File: src/rtl/uart_receiver.sv
// 8N1-style UART receive path: input synchronizer, oversampled framing FSM,
// and a single-entry valid/ready output register with framing/overrun pulses.
`timescale 1ns/1ps
module uart_receiver #(
    parameter int DATA_BITS   = 8,
    parameter int OVERSAMPLE  = 16,
    parameter int SYNC_STAGES = 2
) (
    input  logic                 clk,
    input  logic                 rst,
    input  logic                 sample_tick,
    input  logic                 rx,
    output logic [DATA_BITS-1:0] rx_data,
    output logic                 rx_valid,
    input  logic                 rx_ready,
    output logic                 frame_err,
    output logic                 overrun,
    output logic                 busy
);

    localparam int TW = $clog2(OVERSAMPLE);
    localparam int BW = (DATA_BITS > 1) ? $clog2(DATA_BITS) : 1;
    localparam logic [TW-1:0] TICK_LAST = TW'(OVERSAMPLE - 1);
    localparam logic [TW-1:0] TICK_MID  = TW'(OVERSAMPLE / 2 - 1);
    localparam logic [BW-1:0] BIT_LAST  = BW'(DATA_BITS - 1);

    typedef enum logic [2:0] {
        ST_IDLE  = 3'd0,
        ST_START = 3'd1,
        ST_DATA  = 3'd2,
        ST_STOP  = 3'd3,
        ST_BREAK = 3'd4
    } state_e;

    state_e                 state_q, state_d;
    logic [SYNC_STAGES-1:0] sync_q, sync_d;
    logic [TW-1:0]          tick_q, tick_d;
    logic [BW-1:0]          bit_q, bit_d;
    logic [DATA_BITS-1:0]   shift_q, shift_d;
    logic [DATA_BITS-1:0]   rx_data_q, rx_data_d;
    logic                   rx_valid_q, rx_valid_d;
    logic                   frame_err_q, frame_err_d;
    logic                   overrun_q, overrun_d;
    logic                   busy_q, busy_d;
    logic                   rxs_s;
    logic                   done_s;
    logic                   ferr_s;

    assign rxs_s  = sync_q[SYNC_STAGES-1];
    assign sync_d = {sync_q[SYNC_STAGES-2:0], rx};

    // Framing FSM: every decision is gated by sample_tick so the FSM freezes between ticks.
    always_comb begin
        state_d = state_q;
        tick_d  = tick_q;
        bit_d   = bit_q;
        shift_d = shift_q;
        done_s  = 1'b0;
        ferr_s  = 1'b0;
        if (sample_tick) begin
            case (state_q)
                ST_IDLE: begin
                    if (!rxs_s) begin
                        state_d = ST_START;
                        tick_d  = '0;
                    end else begin
                        tick_d  = '0;
                    end
                end
                ST_START: begin
                    if (tick_q == TICK_MID) begin
                        tick_d  = '0;
                        bit_d   = '0;
                        state_d = rxs_s ? ST_IDLE : ST_DATA;
                    end else begin
                        tick_d  = tick_q + TW'(1);
                    end
                end
                ST_DATA: begin
                    if (tick_q == TICK_LAST) begin
                        tick_d  = '0;
                        shift_d = {rxs_s, shift_q[DATA_BITS-1:1]};
                        if (bit_q == BIT_LAST) begin
                            bit_d   = '0;
                            state_d = ST_STOP;
                        end else begin
                            bit_d   = bit_q + BW'(1);
                        end
                    end else begin
                        tick_d  = tick_q + TW'(1);
                    end
                end
                ST_STOP: begin
                    if (tick_q == TICK_LAST) begin
                        tick_d = '0;
                        if (rxs_s) begin
                            done_s  = 1'b1;
                            state_d = ST_IDLE;
                        end else begin
                            ferr_s  = 1'b1;
                            state_d = ST_BREAK;
                        end
                    end else begin
                        tick_d = tick_q + TW'(1);
                    end
                end
                ST_BREAK: begin
                    if (rxs_s) begin
                        state_d = ST_IDLE;
                    end else begin
                        state_d = ST_BREAK;
                    end
                end
                default: begin
                    state_d = ST_IDLE;
                    tick_d  = '0;
                    bit_d   = '0;
                end
            endcase
        end else begin
            state_d = state_q;
        end
    end

    // Output register: a completed byte loads whenever the slot is empty or being drained.
    always_comb begin
        rx_data_d   = rx_data_q;
        rx_valid_d  = rx_valid_q;
        overrun_d   = 1'b0;
        frame_err_d = ferr_s;
        busy_d      = (state_d != ST_IDLE);
        if (done_s) begin
            if (!rx_valid_q || rx_ready) begin
                rx_data_d  = shift_q;
                rx_valid_d = 1'b1;
            end else begin
                overrun_d  = 1'b1;
            end
        end else if (rx_valid_q && rx_ready) begin
            rx_valid_d = 1'b0;
        end else begin
            rx_valid_d = rx_valid_q;
        end
    end

    // State and output registers; the synchronizer presets to the idle line level.
    always_ff @(posedge clk or posedge rst) begin
        if (rst) begin
            state_q     <= ST_IDLE;
            sync_q      <= {SYNC_STAGES{1'b1}};
            tick_q      <= '0;
            bit_q       <= '0;
            shift_q     <= '0;
            rx_data_q   <= '0;
            rx_valid_q  <= 1'b0;
            frame_err_q <= 1'b0;
            overrun_q   <= 1'b0;
            busy_q      <= 1'b0;
        end else begin
            state_q     <= state_d;
            sync_q      <= sync_d;
            tick_q      <= tick_d;
            bit_q       <= bit_d;
            shift_q     <= shift_d;
            rx_data_q   <= rx_data_d;
            rx_valid_q  <= rx_valid_d;
            frame_err_q <= frame_err_d;
            overrun_q   <= overrun_d;
            busy_q      <= busy_d;
        end
    end

    assign rx_data   = rx_data_q;
    assign rx_valid  = rx_valid_q;
    assign frame_err = frame_err_q;
    assign overrun   = overrun_q;
    assign busy      = busy_q;

endmodule
File: config.mk
export PLATFORM = sky130hd
export DESIGN_NAME = uart_receiver
export DESIGN_NICKNAME = d
export VERILOG_FILES = /design/src/rtl/uart_receiver.sv
export SDC_FILE = /design/constraint.sdc
export NUM_CORES = 1
export LEC_CHECK = 0
export CORE_ASPECT_RATIO = 0.7
export CORE_UTILIZATION = 40
export CTS_BUF_LIST = sky130_fd_sc_hd__clkbuf_2 sky130_fd_sc_hd__clkbuf_4 sky130_fd_sc_hd__clkbuf_8
export DETAILED_ROUTE_END_ITERATION = 10
export SETUP_SLACK_MARGIN = 0.05
export SYNTH_ARGS = -nofsm -noshare
export SYNTH_HDL_FRONTEND = slang
export SYNTH_SLANG_ARGS = --single-unit
File: constraint.sdc
create_clock -name clk -period 1.6 [get_ports clk]
set_input_delay 0.16 -clock clk [delete_from_list [all_inputs] [get_ports clk]]
set_output_delay 0.16 -clock clk [all_outputs]
set_load 0.05 [all_outputs]
==> metrics, run 1 <==
status complete, but fails checks; failing checks negative setup slack; vias in the first global route 955; H-Tree Depth 2; Synthesized Nets between 100 and 150; Hold Buf Count CTS 0; port buffer count 16; antenna cells 0; wire length per cell 14.0 um; Max VDD drop 0.000618 V; drt drc 0; fmax 622 MHz; top cell type's share of synthesized area 0.511; slowest stage delay, CP roughly 0.4 ns; Avg Inst Size Synth 12.2 um^2; Final ANT Viol Nets 0; top post-synthesis cells by area dfrtp_1, mux2_2, dfstp_2; Pleak 0.940 nW; Num CTS Buffers 5; Clock Tree Buf Depth 2; Final setup viols 1; number of I/O pins 17; critical path's slowest cell dfrtp_1; final period utilization 1.01; flops & latches, synth 32; Die Area between 0.003 and 0.004 mm^2; Startpoint Class flip-flop; Final Critical Period 1.61 ns; Max Fanout on Critical Path 8; first-pass GRT wire length 4650 um; Layout Skew around 0.0031 ns; busiest grt layer met1; Arr. time, crit path approximately 1.8 ns; worst-path cell chain ha_4 > and3_4 > and4_4 > nand3_4 > mux2_4; TritonRoute pass-1 iters 4; die height 52.7 um; Worst Tran Pin Value 0.392 ns; Area Overhead vs Synth 32.2%; unrepaired setup endpoints after global routing yes; Pwr Density 1150 mW/mm^2; gpl congestion between 0.7 and 0.8; number of DRC markers in iteration 0 84; die width 74.5 um; fill count 309; WP buf/inv 0; Yosys warning count 0; cell accounting for the most synthesized area dfrtp_1; via count slightly above 1000; Hold Fails Final Rpt 0; R2R Setup Slk -0.009 ns; WS Path Type flip-flop to flip-flop; hold crit path type input port to async pin; Distinct cells, synth 38; core area 0.00351 mm^2; non-filler instance count after layout just over 200; Top delay family on crit path simple AND/OR/NAND/NOR gates; placed cell count 196; Post-Syn Area 0.00147 mm^2; post-DP HPWL 2000 um; register area share after synthesis 0.546; register area 807 um^2; Global Route met3 Usage 0.0462; met2 usage in global routing 0.224; Clock Root Buffer clkbuf_8; final worst setup slack -0.00877 ns; Worst Setup End Kind flip-flop; Max-cap violations 0; r2r startpoint tick_q[1]$_DFFE_PP0P_; vias per cell 5.00; Slew Limit Fails 0; Final #Nets 164; Reg2Reg Capture Point rx_data[0]$_DFFE_PP0P_; clk sink count 32; Worst slew margin 0.739; Worst Hold Margin 0.263 ns; gr usage total 0.163; leading cell types in the layout, fill and taps excluded buf_4, dfrtp_1, mux2_2; GRT overflow 0; GR Util met1 0.245; initial antenna violation count 0; Initial Util 0.418; share of layout cells above drive strength 1 0.465; Worst Setup SP tick_q[1]$_DFFE_PP0P_; Skew-Pair Late Insertion Delay 0.28 ns; largest net degree at the start of global routing 33; row cnt 18; Cells after Synth 121; r2r worst-path depth 5; Worst EP required 1.76 ns; Stages on worst setup path 5; multi-input logic area between 600 and 700 um^2; crit path to rx_data[0]$_DFFE_PP0P_; Reg clk slew, reported paths 0.07 ns; leading cell type in the layout, fill and taps excluded buf_4; routed wire length 2900 um; CTS tree yes
[registers in the layout (all words and copies together) (netlist names)]
register   flops
state_q        3
overrun        1
rx_valid       1
busy           1
bit_q          3
frame_err      1
shift_q        8
rx_data        8
tick_q         4
sync_q         2
[report_power, final]
| part | internal [mW] | switching (mW) |
|---|---|---|
| sequential | 0.893 | 0.0767 |
| combinational | 0.231 | 0.199 |
| clock | 0.549 | 0.291 |
| total | 1.67 | 0.567 |
[metal layers]
metal | up-vias | share of wire
li1 | 507 | -
met1 | 509 | 0.52
met2 | 18 | 0.44
met3 | 2 | 0.040
met4 | 0 | 0.0048
met5 | - | 0
[stage by stage]
stage	TNS (ns)	setup WS (ns)	util	cell area [um^2]	total power, mW
floorplan	0	0.0504	-	1480	1.25
global placement	-0.0237	-0.0237	0.499	1750	1.37
detailed placement	-0.167	-0.119	0.499	1750	1.39
CTS	-0.000425	-0.000425	0.545	1910	2.24
global route	-0.422	-0.0716	0.553	1940	2.35
finish	-0.00877	-0.00877	0.553	1940	2.24
[final cells by class]
class                      instances  share of cell area
clock buffer                       7              0.0496
clock inverter                     1              0.0155
inverter                           4             0.00773
multi-input combinational         78               0.337
sequential                        32               0.415
tap                               50              0.0322
timing repair buffer              35               0.142
[worst min-delay path: cells and delay by family]
| family | cells | cell delay (ns) |
|---|---|---|
| buffers and inverters | 3 | 0.80 |
[synthesized netlist by cell type]
master / n
dfrtp_1: 30
mux2_2: 16
nand2_1: 9
o21ai_0: 6
nor2_1: 5
buf_2: 4
inv_1: 4
o31ai_1: 4
buf_4: 3
ha_1: 3
nand3b_1: 3
a21oi_1: 2
a31oi_1: 2
dfstp_2: 2
mux2i_1: 2
nand3_1: 2
nand4_1: 2
nor2b_1: 2
a21o_1: 1
a22o_1: 1
a22oi_1: 1
a311o_1: 1
a311oi_1: 1
and3_4: 1
and4_4: 1
and4b_1: 1
nand3_2: 1
nand3_4: 1
nor3b_1: 1
nor3b_2: 1
nor4_1: 1
o21ai_1: 1
o221ai_1: 1
o22ai_1: 1
or2_2: 1
or2b_2: 1
or3_1: 1
xnor2_1: 1
[worst min-delay path by stage]
stage | startpoint | endpoint | slack (ns) | cells after the start
2_1_floorplan | rx | sync_q[0]$_DFF_PP1_ | 0.16 | 0
3_3_place_gp | sync_q[0]$_DFF_PP1_ | sync_q[1]$_DFF_PP1_ | 0.35 | 0
3_5_place_dp | sync_q[0]$_DFF_PP1_ | sync_q[1]$_DFF_PP1_ | 0.35 | 0
4_1_cts | rst | tick_q[0]$_DFFE_PP0P_ | 0.28 | 3
5_1_grt | rx | sync_q[0]$_DFF_PP1_ | 0.29 | 1
6_report | rst | overrun$_DFF_PP0_ | 0.26 | 3
[kinds of logic after synthesis]
kind of cell | Yosys count | synth area share
flops | 32 | 0.546
buf+inv | 11 | 0.0391
simple gates | 34 | 0.148
compound gates | 22 | 0.0987
xor+xnor | 1 | 0.00596
fa+ha+maj | 3 | 0.0255
mux | 18 | 0.136
[what timing repair did]
action	in CTS	in global routing
gates cloned	0	0
resized for setup	3	7
setup buffers	2	1
pin swaps	4	2
setup endpoints to repair	9	20
Power figures use the tool's default switching activity.
==> run 2, diff against run 1 <==
- CTS_BUF_LIST: sky130_fd_sc_hd__clkbuf_2 sky130_fd_sc_hd__clkbuf_4 sky130_fd_sc_hd__clkbuf_8 -> unset
==> results of run 2 <==
The final DEF is identical to that of run 1; final timing and power are the same.
==> run 3, diff against run 2 <==
- CORE_UTILIZATION: 40 -> 49
- PLACE_DENSITY: unset -> 0.74
- SKIP_CTS_REPAIR_TIMING: unset -> 1
==> run 3 against run 2 <==
Effect of this change:
- the flow still finishes with violations (negative setup slack)
- global-route usage is 5.7 points higher
- setup slack worse by 0.022 ns
- final cell count is 3.4% lower
- via count is 8.8% higher
- first-iteration DRC count is 61% lower
- critical path depth stayed put
- power is 1.5% lower
- utilization is 16 points higher
- cell area is 3.1% higher
- critical path type unchanged
- critical endpoint unchanged
- largest cell class unchanged
- highest routed layer unchanged
==> metrics, run 3 (synthesis gave the netlist of run 1 again) <==
TritonRoute pass-1 iters 4; Worst EP required roughly 1.8 ns; Worst Setup End Kind flip-flop; met2 usage in global routing 0.345; fmax ~600 MHz; GRT overflow 0; Clock Tree Buf Depth 2; first-pass GRT wire length ~4800 um; Finished Cell Area 0.00200 mm^2; Hold Fails Final Rpt 0; Area Overhead vs Synth 36.3%; number of I/O pins 17; final period utilization 1.02; Max VDD drop 0.000966 V; die width 67.5 um; post-place instance area 0.00177 mm^2; Initial Util 0.521; WP buf/inv 0; Reg clk slew, reported paths 0.07 ns; gr usage total 0.220; final worst setup slack -0.0310 ns; vias in the first global route 1055; unrepaired setup endpoints after global routing yes; hold crit path type input port to async pin; Pleak 0.994 nW; via count 1127; number of DRC markers in iteration 0 33; core area 0.00282 mm^2; clk sink count 32; Slew Limit Fails 0; Final Critical Period ~1.6 ns; status complete, but fails checks; Arr. time, crit path 1.81 ns; Die Area 0.00323 mm^2; Global Route met3 Usage 0.0667; leading cell type in the layout, fill and taps excluded buf_4; Clock Root Buffer clkbuf_8; GR Util met1 0.282; busiest grt layer met2; gpl congestion slightly above 0.8; Max-cap violations 0; H-Tree Depth 2; Layout Skew about 0.0094 ns; post-DP HPWL 2170 um; WS Path Type flip-flop to flip-flop; Max Fanout on Critical Path 8; failing checks negative setup slack; CTS tree yes; port buffer count 16; Skew-Pair Late Insertion Delay 0.29 ns; fill count 199; die height 47.8 um; Final #Nets 171; routed wire length roughly 3400 um; Top delay family on crit path simple AND/OR/NAND/NOR gates; Final setup viols 8; Worst slew margin 0.742; worst-path cell chain ha_4 > and3_4 > and4_4 > nand3_4 > mux2_4; drt drc 0; largest net degree at the start of global routing 33; slowest stage delay, CP 0.40 ns; Pwr Density 1100 mW/mm^2; Worst Tran Pin Value 0.386 ns; vias per cell 5.64; leading cell types in the layout, fill and taps excluded buf_4, dfrtp_1, nand2_1; Num CTS Buffers 5; share of layout cells above drive strength 1 0.482; R2R Setup Slk -0.03 ns; row cnt 16; wire length per cell 17.1 um; antenna cells 0; Startpoint Class flip-flop; critical path's slowest cell dfrtp_1; Final ANT Viol Nets 0; Setup TNS -0.0790 ns; initial antenna violation count 0
run 3: cell types whose count changed in the layout (fill, tap and decap cells not counted), moves of 2 or more:
cell,previous run,this run
mux2_4,1,8
clkbuf_8,7,5
o21ai_1,2,4
buf_4,30,37
nor2b_1,2,0
o21ai_0,5,3
mux2_2,15,8
run 3: final timing paths:
path / endpoint / cells after the start / startpoint
worst max register to register: rx_data[0]$_DFFE_PP0P_ / 5 / tick_q[1]$_DFFE_PP0P_
max in group asynchronous: sync_q[1]$_DFF_PP1_ / 3 / rst
min in group clk: sync_q[0]$_DFF_PP1_ / 1 / rx
worst min-delay path: shift_q[2]$_DFFE_PP0P_ / 3 / rst
worst min register to register: sync_q[1]$_DFF_PP1_ / 0 / sync_q[0]$_DFF_PP1_
worst max-delay path: rx_data[0]$_DFFE_PP0P_ / 5 / tick_q[1]$_DFFE_PP0P_
run 3: power by group:
group / total [mW] / switching (mW) / internal [mW]
clock network: 0.758 / 0.296 / 0.462
logic: 0.458 / 0.200 / 0.259
registers: 0.990 / 0.0980 / 0.892
total: 2.21 / 0.594 / 1.61
run 3: metrics by stage:
stage / utilization / hold WS (ns) / setup WS (ns) / std cells / total power [mW]
2_1_floorplan: - / 0.164 / 0.0504 / 121 / 1.25
3_3_place_gp: 0.628 / 0.349 / -0.0170 / 185 / 1.38
3_5_place_dp: 0.628 / 0.353 / -0.0680 / 185 / 1.41
4_1_cts: 0.666 / 0.272 / -0.0539 / 193 / 2.17
5_1_grt: 0.710 / 0.284 / -0.0919 / 200 / 2.32
6_report: 0.710 / 0.253 / -0.0310 / 200 / 2.21
run 3: per-layer routing:
metal | wire length [um] | up-vias
met4 | 46 | 0
met3 | 130 | 7
met5 | 0 | -
li1 | - | 520
met2 | 1710 | 28
met1 | 1530 | 572
run 3: cell type report:
cell class | instances | area [um^2] | share of cell area
flip-flops and latches | 32 | 806 | 0.402
multi-input cells | 78 | 692 | 0.345
repair buffers | 42 | 338 | 0.169
clock buffers | 6 | 72.6 | 0.0362
well taps | 36 | 45.0 | 0.0225
clock inverters | 2 | 35.0 | 0.0175
inverters | 4 | 15.0 | 0.00750
run 3: worst min-delay path, stage by stage:
cell and delay [ns]:
clkdlybuf4s50_1 0.40, inv_1 0.05, buf_4 0.35
